### src/rtl/ram_arbiter.sv
// Two-requester round-robin arbiter for the shared single-port RAM.
// The winning command is registered onto the RAM port; read data is steered back to the requester that issued it.
//
// state | meaning
// ------+-------------------------------------------------------------
// IDLE  | no owner; round-robin between eligible requesters
// OWN0  | requester 0 holds the lock; only req0 can win
// OWN1  | requester 1 holds the lock; only req1 can win
module ram_arbiter #(
    parameter int ADDR_W = 4,
    parameter int DATA_W = 8
) (
    input  logic              clk,
    input  logic              reset,
    input  logic              req0,
    input  logic              req1,
    input  logic              we0,
    input  logic              we1,
    input  logic              lock0,
    input  logic              lock1,
    input  logic [ADDR_W-1:0] addr0,
    input  logic [ADDR_W-1:0] addr1,
    input  logic [DATA_W-1:0] wdata0,
    input  logic [DATA_W-1:0] wdata1,
    output logic              gnt0,
    output logic              gnt1,
    output logic              rvalid0,
    output logic              rvalid1,
    output logic [DATA_W-1:0] rdata,
    output logic              ram_en,
    output logic              ram_we,
    output logic [ADDR_W-1:0] ram_addr,
    output logic [DATA_W-1:0] ram_wdata,
    input  logic [DATA_W-1:0] ram_rdata
);

    typedef enum logic [1:0] {
        IDLE = 2'd0,
        OWN0 = 2'd1,
        OWN1 = 2'd2
    } state_t;

    state_t state_q;
    state_t state_d;
    logic   last_q;
    logic   last_d;
    logic   elig0;
    logic   elig1;
    logic   win0;
    logic   win1;

    always_ff @(posedge clk or posedge reset) begin
        if (reset) begin
            state_q <= IDLE;
            last_q  <= 1'b1;
        end else begin
            state_q <= state_d;
            last_q  <= last_d;
        end
    end

    // A request still high during its own grant cycle has already been served.
    always_comb begin
        state_d = state_q;
        last_d  = last_q;
        win0    = 1'b0;
        win1    = 1'b0;
        elig0   = req0 & ~gnt0;
        elig1   = req1 & ~gnt1;

        case (state_q)
            IDLE: begin
                if (elig0 && elig1) begin
                    win0 = last_q;
                    win1 = ~last_q;
                end else begin
                    win0 = elig0;
                    win1 = elig1;
                end
            end
            OWN0:    win0 = elig0;
            OWN1:    win1 = elig1;
            default: state_d = IDLE;
        endcase

        if (win0) begin
            last_d  = 1'b0;
            state_d = lock0 ? OWN0 : IDLE;
        end else if (win1) begin
            last_d  = 1'b1;
            state_d = lock1 ? OWN1 : IDLE;
        end
    end

    // RAM command fields hold their last value when nothing wins.
    always_ff @(posedge clk or posedge reset) begin
        if (reset) begin
            gnt0      <= 1'b0;
            gnt1      <= 1'b0;
            ram_en    <= 1'b0;
            ram_we    <= 1'b0;
            ram_addr  <= '0;
            ram_wdata <= '0;
        end else begin
            gnt0   <= win0;
            gnt1   <= win1;
            ram_en <= win0 | win1;
            if (win0) begin
                ram_we    <= we0;
                ram_addr  <= addr0;
                ram_wdata <= wdata0;
            end else if (win1) begin
                ram_we    <= we1;
                ram_addr  <= addr1;
                ram_wdata <= wdata1;
            end
        end
    end

    // The RAM answers one cycle after the command, so the grant flags of the
    // command cycle identify who the returning data belongs to.
    always_ff @(posedge clk or posedge reset) begin
        if (reset) begin
            rvalid0 <= 1'b0;
            rvalid1 <= 1'b0;
        end else begin
            rvalid0 <= gnt0 & ~ram_we;
            rvalid1 <= gnt1 & ~ram_we;
        end
    end

    assign rdata = (rvalid0 | rvalid1) ? ram_rdata : '0;

endmodule

### config.mk
export PLATFORM = sky130hd
export DESIGN_NAME = ram_arbiter
export DESIGN_NICKNAME = d
export VERILOG_FILES = /design/src/rtl/ram_arbiter.sv
export SDC_FILE = /design/constraint.sdc
export NUM_CORES = 1
export LEC_CHECK = 0
export ABC_CLOCK_PERIOD_IN_PS = 3900
export CAP_MARGIN = 25
export CORE_UTILIZATION = 37
export CTS_CLUSTER_DIAMETER = 40
export DETAILED_ROUTE_END_ITERATION = 12
export PLACE_DENSITY = 0.94
export SLEW_MARGIN = 40
export SYNTH_ARGS = -nofsm -noshare
export SYNTH_HDL_FRONTEND = slang
export SYNTH_SLANG_ARGS = --single-unit
### constraint.sdc
create_clock -name clk -period 3.9 [get_ports clk]
set_input_delay 0.78 -clock clk [delete_from_list [all_inputs] [get_ports clk]]
set_output_delay 0.78 -clock clk [all_outputs]
set_load 0.02 [all_outputs]
Word-level counts from Yosys, hierarchy flattened
Cells that the tools add are included.
{"block": "word_totals", "register_bits": 21, "inputBits": 40, "output_inout_bits": 26, "wordCells": 45}
{"block": "op_classes", "eq_ne": 3, "n_mux": 18, "bitwise": 10, "reduce_logical": 4}
{"op": "2-to-1 mux 8 bit", "count": 3}
{"op": "2-to-1 mux 2 bit", "count": 4}
{"op": "2-to-1 mux 4 bit", "count": 2}
{"op": "2-to-1 mux 1 bit", "count": 7}
{"op": "bitwise AND 1 bit", "count": 4}
{"op": "NOT 1 bit", "count": 4}
{"op": "one-hot mux 1 bit (2 select lines)", "count": 2}
{"op": "inequality test 3 x 1 -> 1 bit (second input constant)", "count": 1}
{"op": "OR reduction 3 bit", "count": 1}
{"op": "== test 2 x 1 -> 1 bit (second input constant)", "count": 1}
{"op": "== test 2 bit (second input constant)", "count": 1}
{"op": "zero test 2 bit", "count": 1}
{"op": "bitwise OR 1 bit", "count": 2}
{"op": "nonzero test 2 bit", "count": 1}
{"op": "logical AND 1 bit", "count": 1}

Depth between registers and ports, before layout
Gate-level depths: netlist (run 1).
{"block": "logic_depth", "ltp_word": 7, "ltp_mapped": 5, "ltp_nobuf": 3}

Least setup slack after synthesis (run 1)
No wires, ideal clock.
{"block": "synth_timing", "path_kind": "input port to flip-flop", "startpoint": "input req1", "endpoint": "register ram_addr[0]", "setup_time_ps": 123, "arrival_time_ps": 1831, "t_required_ps": 3777, "setup_slack_ps": 1946, "cell_stages": 5, "n_path_buf": 2, "path_cell_list": "or3b_1 -> buf_6 -> buf_6 -> or3_1 -> o221a_2"}
{"block": "synth_between", "elab_chain_len": 5, "elab_cells_between_ends": 8, "cone_classes": "mux: 5; bitwise: 1; reduce/logical: 2"}
{"element": "start, declared", "line": "16", "rtl": "input logic req1,"}
{"element": "bitwise AND 1 bit *", "line": "69", "rtl": "elig1 = req1 & ~gnt1;"}
{"element": "logical AND 1 bit", "line": "73", "rtl": "if (elig0 && elig1) begin"}
{"element": "2-to-1 mux 1 bit", "line": "73"}
{"element": "one-hot mux 1 bit (2 select lines)", "line": "71", "rtl": "case (state_q)"}
{"element": "2-to-1 mux 4 bit or nonzero test 2 bit (tied branches)"}
{"element": "end signal, assigned", "line": "110", "rtl": "ram_addr <= addr0;"}
{"element": "end signal, assigned", "line": "114", "rtl": "ram_addr <= addr1;"}
{"element": "end, declared", "line": "32", "rtl": "output logic [ADDR_W-1:0] ram_addr,"}
Mark *: on every way between the ends. The rest lies on a longest branch, timed or not.
A chain may end at the register's enable or synchronous reset.

Worst setup path in the final report (run 1)
{"block": "layout_timing", "startpoint": "input ram_rdata[5]", "endpoint": "output rdata[5]"}
{"block": "layout_between", "elab_chain_len": 1}
{"element": "start, declared", "line": "34", "rtl": "input logic [DATA_W-1:0] ram_rdata"}
{"element": "2-to-1 mux 8 bit", "line": "132", "rtl": "assign rdata = (rvalid0 | rvalid1) ? ram_rdata : '0;"}
{"element": "end, declared", "line": "29", "rtl": "output logic [DATA_W-1:0] rdata,"}
Every way passes these cells.

==> results by group, run 1 <==
Status
  • Status: finished clean

Global route
  • GRT Total Usage: 20.1%
  • Largest net degree at the start of global routing: 22
  • Peak-usage layer in the global routing report: met2
  • Met3 capacity usage during global routing: 4.31%
  • Remaining Overflow, GRT: 0
  • GRT met1 Usage: 20.4%
  • Via count of the first global-routing pass: 896
  • First-pass GRT wire length: 3910 um
  • Global-route track usage on met2: 37.8%
  • Initial antenna violation count: 0

Clock network
  • Post-CTS setup buffers: 0
  • Number of H-tree branching levels: 1
  • Post-CTS Hold Fix Bufs: 0
  • Later-pin clock latency in the skew report: 0.30 ns
  • Sinks on Clock Net: 21
  • CTS root buf: clkbuf_4
  • TritonCTS clock tree: yes
  • Number of buffers on the longest clock path: 2
  • Clock-pin slew on the worst setup and hold paths: 0.11 ns
  • Number of buffers inserted during clock tree synthesis: 3
  • PostCTS Resize Cnt: 0

Synth
  • Share of the synthesized area in the top cell type: 51.8%
  • Total standard cell area after synthesis: 966 um2
  • Count of different cell masters after synthesis: 20
  • Average instance area after synthesis: 12.4 um2
  • Post-synthesis sequential area ratio: 54.5%
  • Cells after synthesis: 78
  • Number of storage elements in the synthesis netlist: 21
  • Leading area contributor after synthesis: dfrtp_1
  • Synth warnings: 0
  • Most area-consuming cells after synthesis: dfrtp_1 52%, o221a_2 15%, or3_1 8.4%
  • Synthesized Nets: 118

Detailed routing
  • Count of antenna-violating nets left after detailed routing: 0
  • Initial DRC Count: 11
  • Routed wire per std cell: 15.5 um
  • Vias after detailed routing: 909
  • Via-to-Cell Ratio: 5.28
  • Number of detailed-route iterations in the first pass: 4
  • DRC violations left: 0
  • Total routed wirelength: 2660 um

STA
  • Worst slew margin relative to its limit: 58.0%
  • Final hold slack: 0.495 ns
  • Slew at the pin closest to its max-slew limit: 0.630 ns
  • Max Fclk: 359 MHz
  • Max Clock Skew: 0.000587 ns
  • Final hold viol count: 0
  • Final critical delay including setup and external delays: 2.78 ns
  • Unrepaired setup endpoints after global routing: no
  • Final setup violation count: 0
  • Final number of max-transition violations: 0
  • Final critical-path share of the clock period: 71.4%
  • Sum of negative setup slack: 0 ns

Pwr
  • Share of total power in sequential cells: 34.0%
  • Sw Pwr: 0.000443 W
  • Power density over the cells: 695 nW/um2
  • Net switching share of the total power: 38.9%
  • Share of total power in the clock network: 9.1%
  • Combinational share of power: 56.9%
  • Cell internal power dissipation: 0.000697 W
  • Largest vdd supply drop: 0.465 mV
  • Leakage dissipation: 0.638 nW

Die
  • Top-Level Pins: 66
  • Effective utilization at floorplan: 39.0%
  • Die boundary width: 53.1 um
  • Area of the core: 2480 um2
  • Height of the chip: 53.1 um
  • Count of standard-cell rows: 18
  • Die area: 2820 um2

Setup path
  • Data required time of the critical path: 3.12 ns
  • Launch instance of the worst register-to-register path: state_q[0]$_DFFE_PP0P_
  • Register-to-register path setup slack: 2.04 ns
  • Critical Path AT: 2.00 ns
  • Kind of end point of the critical path: output pin
  • Max Fanout on Critical Path: 1
  • Type of element launching the critical path: primary input
  • Worst setup path startpoint: ram_rdata[5]
  • WS Path Type: primary input to output pin

Place
  • Routability-driven placement congestion ratio: 0.708
  • Port Buf Inserts: 65
  • Placed wire-length estimate after detailed placement: 1970 um

Cells and area
  • Commonest non-fill, non-tap cells in the layout: 65 x clkdlybuf4s50_1, 20 x dfrtp_1, 13 x or3_1, 13 x o221a_2, 10 x nor2b_1
  • Total area of multi-input combinational cells: 382 um2
  • Count of nets after finishing: 183
  • Area growth syn-to-layout: 69.9%
  • Number of fillers in the final layout: 186
  • Diodes inserted: 0
  • Fraction of layout instances using a drive strength above 1: 14.8%
  • Area of all sequential standard cells: 527 um2
  • Most common library cell in the layout ignoring fill and taps: clkdlybuf4s50_1

Hold path
  • Class of the worst hold path: flip-flop to flip-flop
  • Beginning of the worst hold path: ram_we$_DFFE_PP0P_

Run
  • Max capacitance violation total: 0
[power groups by stage]
stage	clock [W]	combinational [W]	sequential [W]
global route	0.000116	0.000693	0.000398
finish	0.000104	0.000649	0.000387
global placement	0	0.000638	0.000384
CTS	0.000107	0.000654	0.000387
detailed placement	0	0.000652	0.000391
floorplan	0	0.000275	0.000487
[final timing paths]
kind	end	cells after the start
worst max-delay path	rdata[5]	3
worst min-delay path	rvalid0$_DFF_PP0_	1
worst max register to register	ram_wdata[3]$_DFFE_PP0P_	3
worst min register to register	rvalid0$_DFF_PP0_	1
max in group asynchronous	last_q$_DFFE_PP1P_	2
min in group asynchronous	ram_en$_DFF_PP0_	2
[cell families after synthesis]
logic type | Yosys count | share of synthesized area (%)
DFF | 21 | 54.5
buffers and inverters | 10 | 5.96
AOI/OAI and AO/OA | 18 | 20.2
and+or+nand+nor | 29 | 19.3
[synth_stat cells (all sizes together)]
cell type	instances
o32ai	1
and4bb	1
a21oi	1
o221a	13
or3	13
dfstp	1
a32o	1
nor3b	1
nor2	2
clkbuf	1
o21ai	2
or3b	1
buf	4
nor2b	10
nand2b	1
dfrtp	20
inv	5
[stage by stage]
stage | power, W | std cells | area [um2] | utilization [%] | setup WS (ns)
finish | 0.00114 | 172 | 1640 | 66.3 | 1.12
global route | 0.00121 | 172 | 1640 | 66.3 | 1.10
CTS | 0.00115 | 172 | 1640 | 66.3 | 1.12
detailed placement | 0.00104 | 168 | 1620 | 65.2 | 1.13
global placement | 0.00102 | 168 | 1620 | 65.2 | 1.14
floorplan | 0.000762 | 78 | 966 | - | 1.95
[area by class of cell]
cell class,count,area share [%]
Clock buffer,4,1.60
Inverter,5,1.14
Multi-Input combinational cell,47,23.2
Sequential cell,21,32.1
Tap cell,30,2.29
Timing Repair Buffer,65,39.6
[registers in the layout (all words and copies together) (netlist names)]
signal / count
gnt0: 1
gnt1: 1
last_q: 1
ram_addr: 4
ram_en: 1
ram_wdata: 8
ram_we: 1
rvalid0: 1
rvalid1: 1
state_q: 2
[routing by layer]
layer,vias to the layer above,wire length [um]
met5,-,0
met4,0,43
met3,4,261
met2,49,1340
met1,434,1020
li1,422,-
[critical path: stages]
cell	delay [ns]
clkdlybuf4s50_1	0.47
nor2b_1	0.13
clkdlybuf4s50_1	0.62
Power figures use the tool's default switching activity.
==> inputs of run 2 (changes only) <==
ABC_CLOCK_PERIOD_IN_PS = 2800   (was 3900)
CORE_UTILIZATION = 35   (was 37)
PLACE_DENSITY = 0.9   (was 0.94)
clock period = 2.8 ns   (was 3.9 ns; I/O delays follow)
==> run 2 against run 1 <==
Clock-buffer cell count stayed put. Die area is 5.5% higher. Setup slack worse by 0.64 ns. Highest routed layer unchanged.
==> results by group, run 2 (synthesized netlist as in run 1, its figures left out) <==
Status
  • Status: finished clean

Die
  • Count of standard-cell rows: 18
  • Die boundary width: 54.5 um
  • Effective utilization at floorplan: 38.0%
  • Die area: 2970 um2
  • Height of the chip: 54.5 um
  • Area of the core: 2540 um2
  • Top-Level Pins: 66

Pwr
  • Total power of the final layout: 0.00157 W
  • Sw Pwr: 0.000603 W
  • Net switching share of the total power: 38.3%
  • Share of total power in the clock network: 9.1%
  • Share of total power in sequential cells: 34.3%
  • Combinational share of power: 56.6%
  • Cell internal power dissipation: 0.000971 W
  • Largest vdd supply drop: 0.563 mV
  • Power density over the cells: 959 nW/um2
  • Leakage dissipation: 0.638 nW

Setup path
  • Max Fanout on Critical Path: 1
  • Data required time of the critical path: 2.24 ns
  • Critical Path AT: 1.77 ns
  • Type of element launching the critical path: primary input
  • WS Path Type: primary input to output pin
  • Kind of end point of the critical path: output pin

Detailed routing
  • DRC violations left: 0
  • Total routed wirelength: 2530 um
  • Number of detailed-route iterations in the first pass: 3
  • Via-to-Cell Ratio: 5.28
  • Initial DRC Count: 19
  • Routed wire per std cell: 14.7 um
  • Vias after detailed routing: 908
  • Count of antenna-violating nets left after detailed routing: 0

STA
  • Slew at the pin closest to its max-slew limit: 0.584 ns
  • Final critical delay including setup and external delays: 2.33 ns
  • Max Fclk: 430 MHz
  • Max Clock Skew: 0.00602 ns
  • Sum of negative setup slack: 0 ns
  • Final setup violation count: 0
  • Final number of max-transition violations: 0
  • Unrepaired setup endpoints after global routing: no
  • Final critical-path share of the clock period: 83.1%
  • Worst slew margin relative to its limit: 61.1%
  • Final hold viol count: 0

Cells and area
  • Register name with the most flops: ram_wdata
  • Flip-flop count of the largest register, all copies and words added: 8
  • Top Registers: ram_wdata x8, ram_addr x4, state_q x2
  • Area growth syn-to-layout: 69.9%
  • Total area of multi-input combinational cells: 382 um2
  • Commonest non-fill, non-tap cells in the layout: 65 x clkdlybuf4s50_1, 20 x dfrtp_1, 13 x or3_1, 13 x o221a_2, 10 x nor2b_1
  • Fraction of layout instances using a drive strength above 1: 14.8%
  • Number of fillers in the final layout: 213
  • Count of nets after finishing: 183
  • Share of the core filled with cells: 64.5%
  • Most common library cell in the layout ignoring fill and taps: clkdlybuf4s50_1
  • Diodes inserted: 0
  • Area of all sequential standard cells: 527 um2

Place
  • Routability-driven placement congestion ratio: 0.738
  • Port Buf Inserts: 65
  • Placed wire-length estimate after detailed placement: 1960 um

Global route
  • Largest net degree at the start of global routing: 22
  • GRT Total Usage: 17.8%
  • Initial antenna violation count: 0
  • Remaining Overflow, GRT: 0
  • First-pass GRT wire length: 3680 um
  • Via count of the first global-routing pass: 853

Run
  • Max capacitance violation total: 0

Clock network
  • Number of buffers on the longest clock path: 2
  • Number of H-tree branching levels: 1
  • Clock-pin slew on the worst setup and hold paths: 0.11 ns
  • Post-CTS Hold Fix Bufs: 0
  • Sinks on Clock Net: 21
  • Number of buffers inserted during clock tree synthesis: 3
  • Later-pin clock latency in the skew report: 0.30 ns
  • CTS root buf: clkbuf_4
  • PostCTS Resize Cnt: 0
  • TritonCTS clock tree: yes
  • Post-CTS setup buffers: 0

Hold path
  • Class of the worst hold path: flip-flop to flip-flop
run 2: final timing paths:
check / depth (start not counted) / from / slack, ns / to
hold / removal: 1 / ram_we$_DFFE_PP0P_ / 0.49 / rvalid1$_DFF_PP0_
setup / recovery: 3 / ram_rdata[0] / 0.47 / rdata[0]
hold reg to reg: 1 / ram_we$_DFFE_PP0P_ / 0.49 / rvalid1$_DFF_PP0_
setup reg to reg: 3 / state_q[0]$_DFFE_PP0P_ / 1.01 / ram_wdata[3]$_DFFE_PP0P_
min in group asynchronous: 2 / reset / 0.58 / ram_addr[3]$_DFFE_PP0P_
max in group asynchronous: 2 / reset / 1.88 / last_q$_DFFE_PP1P_
run 2: final cells by class:
type                    count  area share [%]
clock buffers               4            1.60
flip-flops and latches     21            32.1
multi-input cells          47            23.2
well taps                  30            2.29
repair buffers             65            39.6
inverters                   5            1.14
run 2: worst max-delay path, stage by stage:
cell	delay, ns
clkdlybuf4s50_1	0.48
nor2b_1	0.13
clkdlybuf4s50_1	0.60
run 2: routing by layer:
metal | GRT usage (%) | share of wire (%) | vias up
li1 | - | - | 419
met3 | 4.44 | 11 | 4
met5 | 0 | 0 | -
met1 | 18.8 | 39 | 436
met4 | 6.41 | 1.1 | 0
met2 | 33.7 | 49 | 49
run 2: power by group through the flow:
stage / Sequential (W) / Clock, W / Combinational, W
after floorplan: 0.000678 / 0 / 0.000382
after global placement: 0.000543 / 0 / 0.000870
after detailed placement: 0.000546 / 0 / 0.000899
after CTS: 0.000542 / 0.000143 / 0.000901
after global routing: 0.000559 / 0.000161 / 0.000951
final: 0.000540 / 0.000143 / 0.000890
run 2: through the flow:
stage	cell area (um2)	worst slack [ns]	hold WS (ns)	instances
4_1_cts	1640	0.461	0.499	172
3_3_place_gp	1620	0.437	0.473	168
3_5_place_dp	1620	0.399	0.484	168
6_report	1640	0.474	0.492	172
2_1_floorplan	966	1.07	0.467	78
5_1_grt	1640	0.383	0.515	172
==> inputs of run 3 (changes only) <==
ABC_CLOCK_PERIOD_IN_PS = 1900   (was 2800)
CORE_UTILIZATION = 31   (was 35)
PLACE_DENSITY = 0.85   (was 0.9)
clock period = 1.9 ns   (was 2.8 ns; I/O delays follow)
==> run 3 against run 2 <==
The flow now finishes with violations (DRC). Register-to-register slack got worse by 0.66 ns. Sequential power rose by 48%. Combinational power rose by 55%. Critical path depth fell by 2. Cell area rose by 2.7%. Clock power rose by 47%. Setup slack got worse by 0.30 ns. Power rose by 52%.
==> results by group, run 3 (synthesized netlist as in run 1, its figures left out) <==
STA
  • Max Fclk: 580 MHz
  • Max Clock Skew: 0.00388 ns
  • Crit path setup slack, layout: 0.176 ns
  • Final setup violation count: 0
  • Slew at the pin closest to its max-slew limit: 0.569 ns
  • Worst slew margin relative to its limit: 62.1%
  • Final critical delay including setup and external delays: 1.72 ns
  • Sum of negative setup slack: 0 ns
  • Final hold viol count: 0
  • Unrepaired setup endpoints after global routing: no
  • Final number of max-transition violations: 0
  • Final critical-path share of the clock period: 90.7%

Clock network
  • Later-pin clock latency in the skew report: 0.30 ns
  • TritonCTS clock tree: yes
  • Number of buffers on the longest clock path: 2
  • CTS root buf: clkbuf_4
  • Clock-pin slew on the worst setup and hold paths: 0.11 ns
  • Post-CTS Hold Fix Bufs: 0
  • Sinks on Clock Net: 21
  • Number of buffers inserted during clock tree synthesis: 3
  • Post-CTS setup buffers: 0
  • Number of H-tree branching levels: 1
  • PostCTS Resize Cnt: 8

Place
  • Routability-driven placement congestion ratio: 0.838
  • Placed standard-cell area: 1670 um2
  • Worst setup slack before clock tree synthesis: -0.106 ns
  • Port Buf Inserts: 65
  • Placed wire-length estimate after detailed placement: 2200 um

Setup path
  • Type of element launching the critical path: flip-flop
  • Combined buffer and inverter count along the critical path: 1
  • Max Fanout on Critical Path: 5
  • Slowest-stage cell, CP: clkdlybuf4s50_1
  • Critical Path Max Stage Delay: 0.62 ns
  • Launch instance of the worst register-to-register path: state_q[0]$_DFFE_PP0P_
  • Kind of end point of the critical path: output pin
  • Data required time of the critical path: 1.52 ns
  • Cell breakdown of the critical path: clkdlybuf4s50_1
  • Worst setup path startpoint: gnt0$_DFF_PP0_
  • Family of cells with the greatest summed delay on the critical path: buffers and inverters
  • Critical Path AT: 1.34 ns
  • WS Path Type: flip-flop to output pin

Pwr
  • Sw Pwr: 0.000925 W
  • Largest vdd supply drop: 0.584 mV
  • Net switching share of the total power: 38.8%
  • Leakage dissipation: 0.705 nW
  • Power density over the cells: 1420 nW/um2
  • Combinational share of power: 57.7%
  • Share of total power in sequential cells: 33.5%
  • Cell internal power dissipation: 0.00146 W
  • Share of total power in the clock network: 8.8%

Detailed routing
  • Via-to-Cell Ratio: 5.22
  • Initial DRC Count: 18
  • Total routed wirelength: 2800 um
  • Count of antenna-violating nets left after detailed routing: 0
  • Vias after detailed routing: 940
  • DRC violations left: 9
  • Routed wire per std cell: 15.6 um
  • Number of detailed-route iterations in the first pass: 8

Die
  • Effective utilization at floorplan: 33.9%
  • Area of the core: 2850 um2
  • Die area: 3340 um2
  • Top-Level Pins: 66
  • Height of the chip: 57.8 um
  • Die boundary width: 57.8 um
  • Count of standard-cell rows: 19

Cells and area
  • Post-route standard cell area excluding fillers: 1690 um2
  • Most common library cell in the layout ignoring fill and taps: clkdlybuf4s50_1
  • Area growth syn-to-layout: 74.5%
  • Top Registers: ram_wdata x8, ram_addr x4, state_q x2
  • Fraction of layout instances using a drive strength above 1: 18.1%
  • Count of nets after finishing: 190
  • Flip-flop count of the largest register, all copies and words added: 8
  • Diodes inserted: 0
  • Register name with the most flops: ram_wdata
  • Commonest non-fill, non-tap cells in the layout: 57 x clkdlybuf4s50_1, 20 x dfrtp_1, 13 x or3_1, 13 x o221a_2, 10 x nor2b_1
  • Number of fillers in the final layout: 250

Global route
  • Largest net degree at the start of global routing: 16
  • Via count of the first global-routing pass: 945
  • Remaining Overflow, GRT: 0
  • GRT Total Usage: 16.7%
  • Initial antenna violation count: 0
  • First-pass GRT wire length: 4240 um

Status
  • Violations in the final reports: DRC
  • Status: complete, but fails checks

Hold path
  • Class of the worst hold path: primary input to async pin

Run
  • Max capacitance violation total: 0
-- run 3: cell types whose count changed in the layout (fill, tap and decap cells not counted) --
cell and delta:
inv_1 +1, dlygate4sd2_1 +8, clkdlybuf4s50_1 -8, buf_4 +7, inv_2 -1
-- run 3: cell type report --
type / count / area, um2 / share of cell area (%)
Inverter: 5 / 18.8 / 1.11
Clock buffer: 4 / 26.3 / 1.56
Timing Repair Buffer: 72 / 693 / 41.1
Multi-Input combinational cell: 47 / 382 / 22.6
Sequential cell: 21 / 527 / 31.3
Tap cell: 31 / 38.8 / 2.30
-- run 3: path summary, 6_finish.rpt --
kind | end | slack [ns] | depth (start not counted)
max | gnt0 | 0.18 | 1
min in group clk | rvalid1$_DFF_PP0_ | 0.50 | 1
min | ram_wdata[7]$_DFFE_PP0P_ | 0.38 | 2
min reg2reg | rvalid1$_DFF_PP0_ | 0.50 | 1
max in group asynchronous | ram_wdata[5]$_DFFE_PP0P_ | 1.01 | 3
max reg2reg | ram_wdata[4]$_DFFE_PP0P_ | 0.35 | 4
-- run 3: layer usage --
| metal | GRT usage, % | share of wire, % | vias to the layer above |
|---|---|---|---|
| met5 | 0 | 0 | - |
| met4 | 5.78 | 0.43 | 0 |
| li1 | - | - | 435 |
| met3 | 4.69 | 10 | 2 |
| met2 | 31.0 | 52 | 49 |
| met1 | 17.9 | 37 | 454 |
-- run 3: through the flow --
stage	hold WS [ns]	cells	power, W	util (%)
3_5_place_dp	0.490	176	0.00223	58.5
4_1_cts	0.386	180	0.00242	59.1
3_3_place_gp	0.476	176	0.00218	58.5
2_1_floorplan	0.356	78	0.00156	-
5_1_grt	0.403	180	0.00252	59.1
6_report	0.384	180	0.00239	59.1
-- run 3: power groups by stage --
stage | clock (W) | combinational (W) | sequential, W
6_report | 0.000210 | 0.00138 | 0.000799
5_1_grt | 0.000240 | 0.00145 | 0.000824
4_1_cts | 0.000221 | 0.00139 | 0.000800
3_5_place_dp | 0 | 0.00142 | 0.000806
3_3_place_gp | 0 | 0.00138 | 0.000793
2_1_floorplan | 0 | 0.000564 | 0.00100
